$ cat config.mk
export PLATFORM = sky130hd
export DESIGN_NAME = shift_rows_stream
export DESIGN_NICKNAME = d
export VERILOG_FILES = /design/src/rtl/shift_rows_stream.sv
export SDC_FILE = /design/constraint.sdc
export NUM_CORES = 1
export LEC_CHECK = 0
export CAP_MARGIN = 40
export CORE_ASPECT_RATIO = 1.1
export CORE_MARGIN = 1
export CORE_UTILIZATION = 59
export CTS_BUF_LIST = sky130_fd_sc_hd__clkbuf_2 sky130_fd_sc_hd__clkbuf_4 sky130_fd_sc_hd__clkbuf_8
export CTS_CLUSTER_SIZE = 40
export DETAILED_ROUTE_END_ITERATION = 12
export DONT_BUFFER_PORTS = 1
export PLACE_DENSITY = 0.78
export SLEW_MARGIN = 25
export SYNTH_ARGS = -nofsm -noshare
export SYNTH_HDL_FRONTEND = slang
export SYNTH_SLANG_ARGS = --single-unit
$ cat constraint.sdc
create_clock -name clk -period 2 [get_ports clk]
set_input_delay 0.5 -clock clk [delete_from_list [all_inputs] [get_ports clk]]
set_output_delay 0.5 -clock clk [all_outputs]
set_load 0.01 [all_outputs]
$ cat src/rtl/shift_rows_stream.sv
// Byte-serial AES ShiftRows with two ping-pong 16-byte block buffers.
// One buffer fills while the other drains, giving one byte per clock.
module shift_rows_stream (
   input  logic       clk,
   input  logic       rst,
   input  logic       clr,
   input  logic       in_valid,
   output logic       in_ready,
   input  logic [7:0] in_data,
   output logic       out_valid,
   input  logic       out_ready,
   output logic [7:0] out_data,
   output logic       out_last
);

   logic [1:0] full_q, full_d;
   logic       wr_sel_q, wr_sel_d;
   logic       rd_sel_q, rd_sel_d;
   logic [3:0] wr_cnt_q, wr_cnt_d;
   logic [3:0] rd_cnt_q, rd_cnt_d;
   logic [7:0] mem_q [2][16];
   logic       wr_fire;
   logic       rd_fire;
   logic [1:0] src_col;
   logic [3:0] src_idx;

   assign in_ready  = !full_q[wr_sel_q];
   assign out_valid = full_q[rd_sel_q];
   assign wr_fire   = in_valid && in_ready && !clr;
   assign rd_fire   = out_valid && out_ready && !clr;

   // rd_cnt = 4c+r; the 2-bit add wraps the source column mod 4
   assign src_col  = rd_cnt_q[3:2] + rd_cnt_q[1:0];
   assign src_idx  = {src_col, rd_cnt_q[1:0]};
   assign out_data = out_valid ? mem_q[rd_sel_q][src_idx] : 8'h00;
   assign out_last = out_valid && (rd_cnt_q == 4'd15);

   always_comb begin
      full_d   = full_q;
      wr_sel_d = wr_sel_q;
      rd_sel_d = rd_sel_q;
      wr_cnt_d = wr_cnt_q;
      rd_cnt_d = rd_cnt_q;
      if (clr) begin
         full_d   = 2'b00;
         wr_sel_d = 1'b0;
         rd_sel_d = 1'b0;
         wr_cnt_d = 4'd0;
         rd_cnt_d = 4'd0;
      end else begin
         if (wr_fire) begin
            wr_cnt_d = wr_cnt_q + 4'd1;
            if (wr_cnt_q == 4'd15) begin
               full_d[wr_sel_q] = 1'b1;
               wr_sel_d         = !wr_sel_q;
            end
         end
         // never the same buffer as the write side when it completes
         if (rd_fire) begin
            rd_cnt_d = rd_cnt_q + 4'd1;
            if (rd_cnt_q == 4'd15) begin
               full_d[rd_sel_q] = 1'b0;
               rd_sel_d         = !rd_sel_q;
            end
         end
      end
   end

   always_ff @(posedge clk or posedge rst) begin
      if (rst) begin
         full_q   <= 2'b00;
         wr_sel_q <= 1'b0;
         rd_sel_q <= 1'b0;
         wr_cnt_q <= 4'd0;
         rd_cnt_q <= 4'd0;
      end else begin
         full_q   <= full_d;
         wr_sel_q <= wr_sel_d;
         rd_sel_q <= rd_sel_d;
         wr_cnt_q <= wr_cnt_d;
         rd_cnt_q <= rd_cnt_d;
      end
   end

   // Block storage carries no reset; only the control state is cleared
   always_ff @(posedge clk) begin
      if (wr_fire) begin
         mem_q[wr_sel_q][wr_cnt_q] <= in_data;
      end
   end

endmodule

==> impl_metrics.ini <==
[worst_setup_path]
crit_path_max_fanout = 11
timing.rr.end = mem_q[1][61]
ff2ff_path_depth = 9
cp-start-kind = flip-flop
r2r_setup_slack_ps = -170
critPathKind = flip-flop to primary output
critPathArrivalTime_ps = 2430
crit_path_end_kind = primary output
worstReg2RegStart = full_q[0]
required_ps = 1500

[timing]
whs_ps = 33.0
hold_violations = 0
rsz0062_at_grt = true
setup_viol = 267
min_period_ps = 2930
max_freq_mhz = 342
worst_pin_slew_ps = 728
fin_worst_skew_ps = 19.1
setup_slack_ps = -926
finalSetupTns_ps = -30830
fin_crit_sh_pct = 146
slew_headroom_pct = 51.1
drv_slew = 0

[yosys]
synth_nets = 587
ys_ff_latch = 268
synth_edf_count = 256
ys_types = 48
synthFlopType = edfxtp_1
netlist_area_um2 = 10900
synth_top_area_share_pct = 70.6
synth.most_common_cell = edfxtp_1
synth_xor_area_share_pct = 1.01
yosysWarnings = 0
synth_area_leader_cell = edfxtp_1
muxShareOfSynthArea_pct = 14.6
syn_inst = 568
yosys.area_share.adder_pct = 0.689
syn_area_per_cell_um2 = 19.2
synth_top_family_by_area = multiplexers
yosysSeqAreaShare_pct = 73.4
synthTopCellsByArea = edfxtp_1, mux4_2, mux4_1, mux2i_1, dfrtp_1
yosys-top-cells-count = edfxtp_1, nor2_1, mux2i_1, nand2_1, mux4_2
synthSimpleGateAreaFrac_pct = 4.53
synth-compound-area-share_pct = 3.50
async_flop_share_pct = 4.48

[clocking]
numCtsBuffers = 41
htreeDepth = 2
cts_tree = built
clkLatencyLatePin_ps = 530
cts_buffer_depth = 3
cts.sinks = 268
clockRootBuffer = clkbuf_8
clk_pin_slew_ps = 60

[grt]
gr-total-overflow = 0
grt_max_degree = 33
antenna_found_initial = 0
grt_pass1_wl_um = 39200
first_global_vias = 6385
grtUsageTotal_pct = 28.8

[detailed_routing]
wl_per_cell_um = 27.8
drtIter0Drc = 655
ant_nets = 0
vias_per_cell = 6.49
first_pass_iters = 7
drc = 0
finalWirelength_um = 26900
vias = 6286

[floorplanning]
dieHeight_um = 144
initial_utilization_pct = 60.9
num_io_pins = 24
core-area_um2 = 17900
num_rows = 51
die_area_um2 = 19000
die_w_um = 132

[min_path]
hp-class = input port to flip-flop
hold_start = clr
holdPathStages = 1
whs_endpoint = rd_sel_q

[power_and_ir_drop]
p_leak_nw = 4.45
intPower_mw = 8.73
p_per_area_nw_per_um2 = 795
switching_power_mw = 2.09
share_seq_of_total_power_pct = 57.1
p_sw_share_pct = 19.3
finalPower_mw = 10.8
power_frac_comb_pct = 1.4
ir_drop_mv = 0.686
clkPwrFrac_pct = 41.6

[cells_and_area]
diodes = 0
drive_above_1_share_pct = 41.5
multi_input_area_um2 = 3160
area_delta_synth_final_pct = 25.0
final_util_pct = 76.2
fin_nets = 719
regArea_um2 = 7990
nFillCells = 933

[run]
drv_cap = 0

[run_status]
violations = setup timing
status = finished with violations

[placement]
place_worst_setup_slack_ps = -393
dp_hpwl_um = 16500
portBuffers = 0
gp_congestion = 0.952
## through the flow
| step | area, um^2 | cells |
|---|---|---|
| after floorplan | 11100 | 568 |
| after global placement | 12100 | 870 |
| after detailed placement | 12100 | 870 |
| after CTS | 13500 | 959 |
| after global routing | 13600 | 968 |
| final | 13600 | 968 |
## registers in the layout, summed over array words and instances, names as in the netlist
| signal | count |
|---|---|
| rd_sel_q | 1 |
| full_q | 2 |
| wr_cnt_q | 4 |
| mem_q | 256 |
| rd_cnt_q | 4 |
| wr_sel_q | 1 |
## cell usage in the layout, fill, tap and decap left out, drive strengths merged, types with 2 or more instances in the layout
master and n:
inv 9, dfrtp 12, buf 111, a22oi 13, mux2 5, nand3b 3
xnor2 4, clkbuf 62, nor3 4, mux2i 38, o21ai 5, nand3 7
edfxtp 256, nor2b 3, ha 6, o221ai 10, and3 6, a21oi 4
nand4 2, nand2 32, a221oi 2, nor2 46, a31oi 3, a32oi 6
xor2 6, and2 4, mux4 48, clkinv 10
## metal layers
| metal | track usage [%] | routed length [um] |
|---|---|---|
| met4 | 12.4 | 1200 |
| met2 | 47.9 | 13400 |
| met5 | 0 | 0 |
| met3 | 6.66 | 2710 |
| met1 | 36.9 | 9640 |
## cell type report
class	instances	area share, %
tap	238	2.19
clock buffer	62	5.49
sequential	268	58.7
timing repair buffer	112	9.60
multi-input combinational	268	23.2
clock inverter	11	0.515
inverter	9	0.285
## power by group through the flow
| stage | logic (mW) | clock network, mW | registers (mW) |
|---|---|---|---|
| 2_1_floorplan | 0.0650 | 0 | 6.29 |
| 3_3_place_gp | 0.0884 | 0 | 6.29 |
| 3_5_place_dp | 0.0948 | 0 | 6.30 |
| 4_1_cts | 0.141 | 4.51 | 6.18 |
| 5_1_grt | 0.154 | 4.78 | 6.18 |
| 6_report | 0.146 | 4.50 | 6.18 |
## critical path: stages (launching register included)
cell	delay, ps
dfrtp_4	540
buf_12	180
mux2i_4	220
nor4_2	640
a32oi_1	150
o221ai_2	170
## worst max-delay path by stage
stage | startpoint | to | slack [ps] | cells past startpoint
final | rd_sel_q | out_data[1] | -930 | 5
after global routing | rd_sel_q | out_data[1] | -1040 | 5
after CTS | rd_sel_q | out_data[7] | -890 | 4
after detailed placement | rd_sel_q | out_data[2] | -390 | 5
after global placement | rd_sel_q | out_data[1] | -350 | 5
after floorplan | rd_sel_q | out_data[7] | -130 | 4
## timing repair
item | CTS | global route
gates cloned | 1 | 0
buffers inserted | 14 | 9
endpoints found under the setup margin | 220 | 267
pin swaps | 20 | 3
hold endpoints to repair | 12 | 0
gates resized for setup | 73 | 16
hold buffers | 1 | 0
## logic make-up after synthesis
| kind of cell | after synthesis |
|---|---|
| DFF | 268 |
| adders and majority gates | 6 |
| muxes | 91 |
| and+or+nand+nor | 110 |
| AOI/OAI and AO/OA | 49 |
| buffers and inverters | 33 |
| xor gates and xnor gates | 11 |
Note: power is estimated with default switching activity, not from simulation.
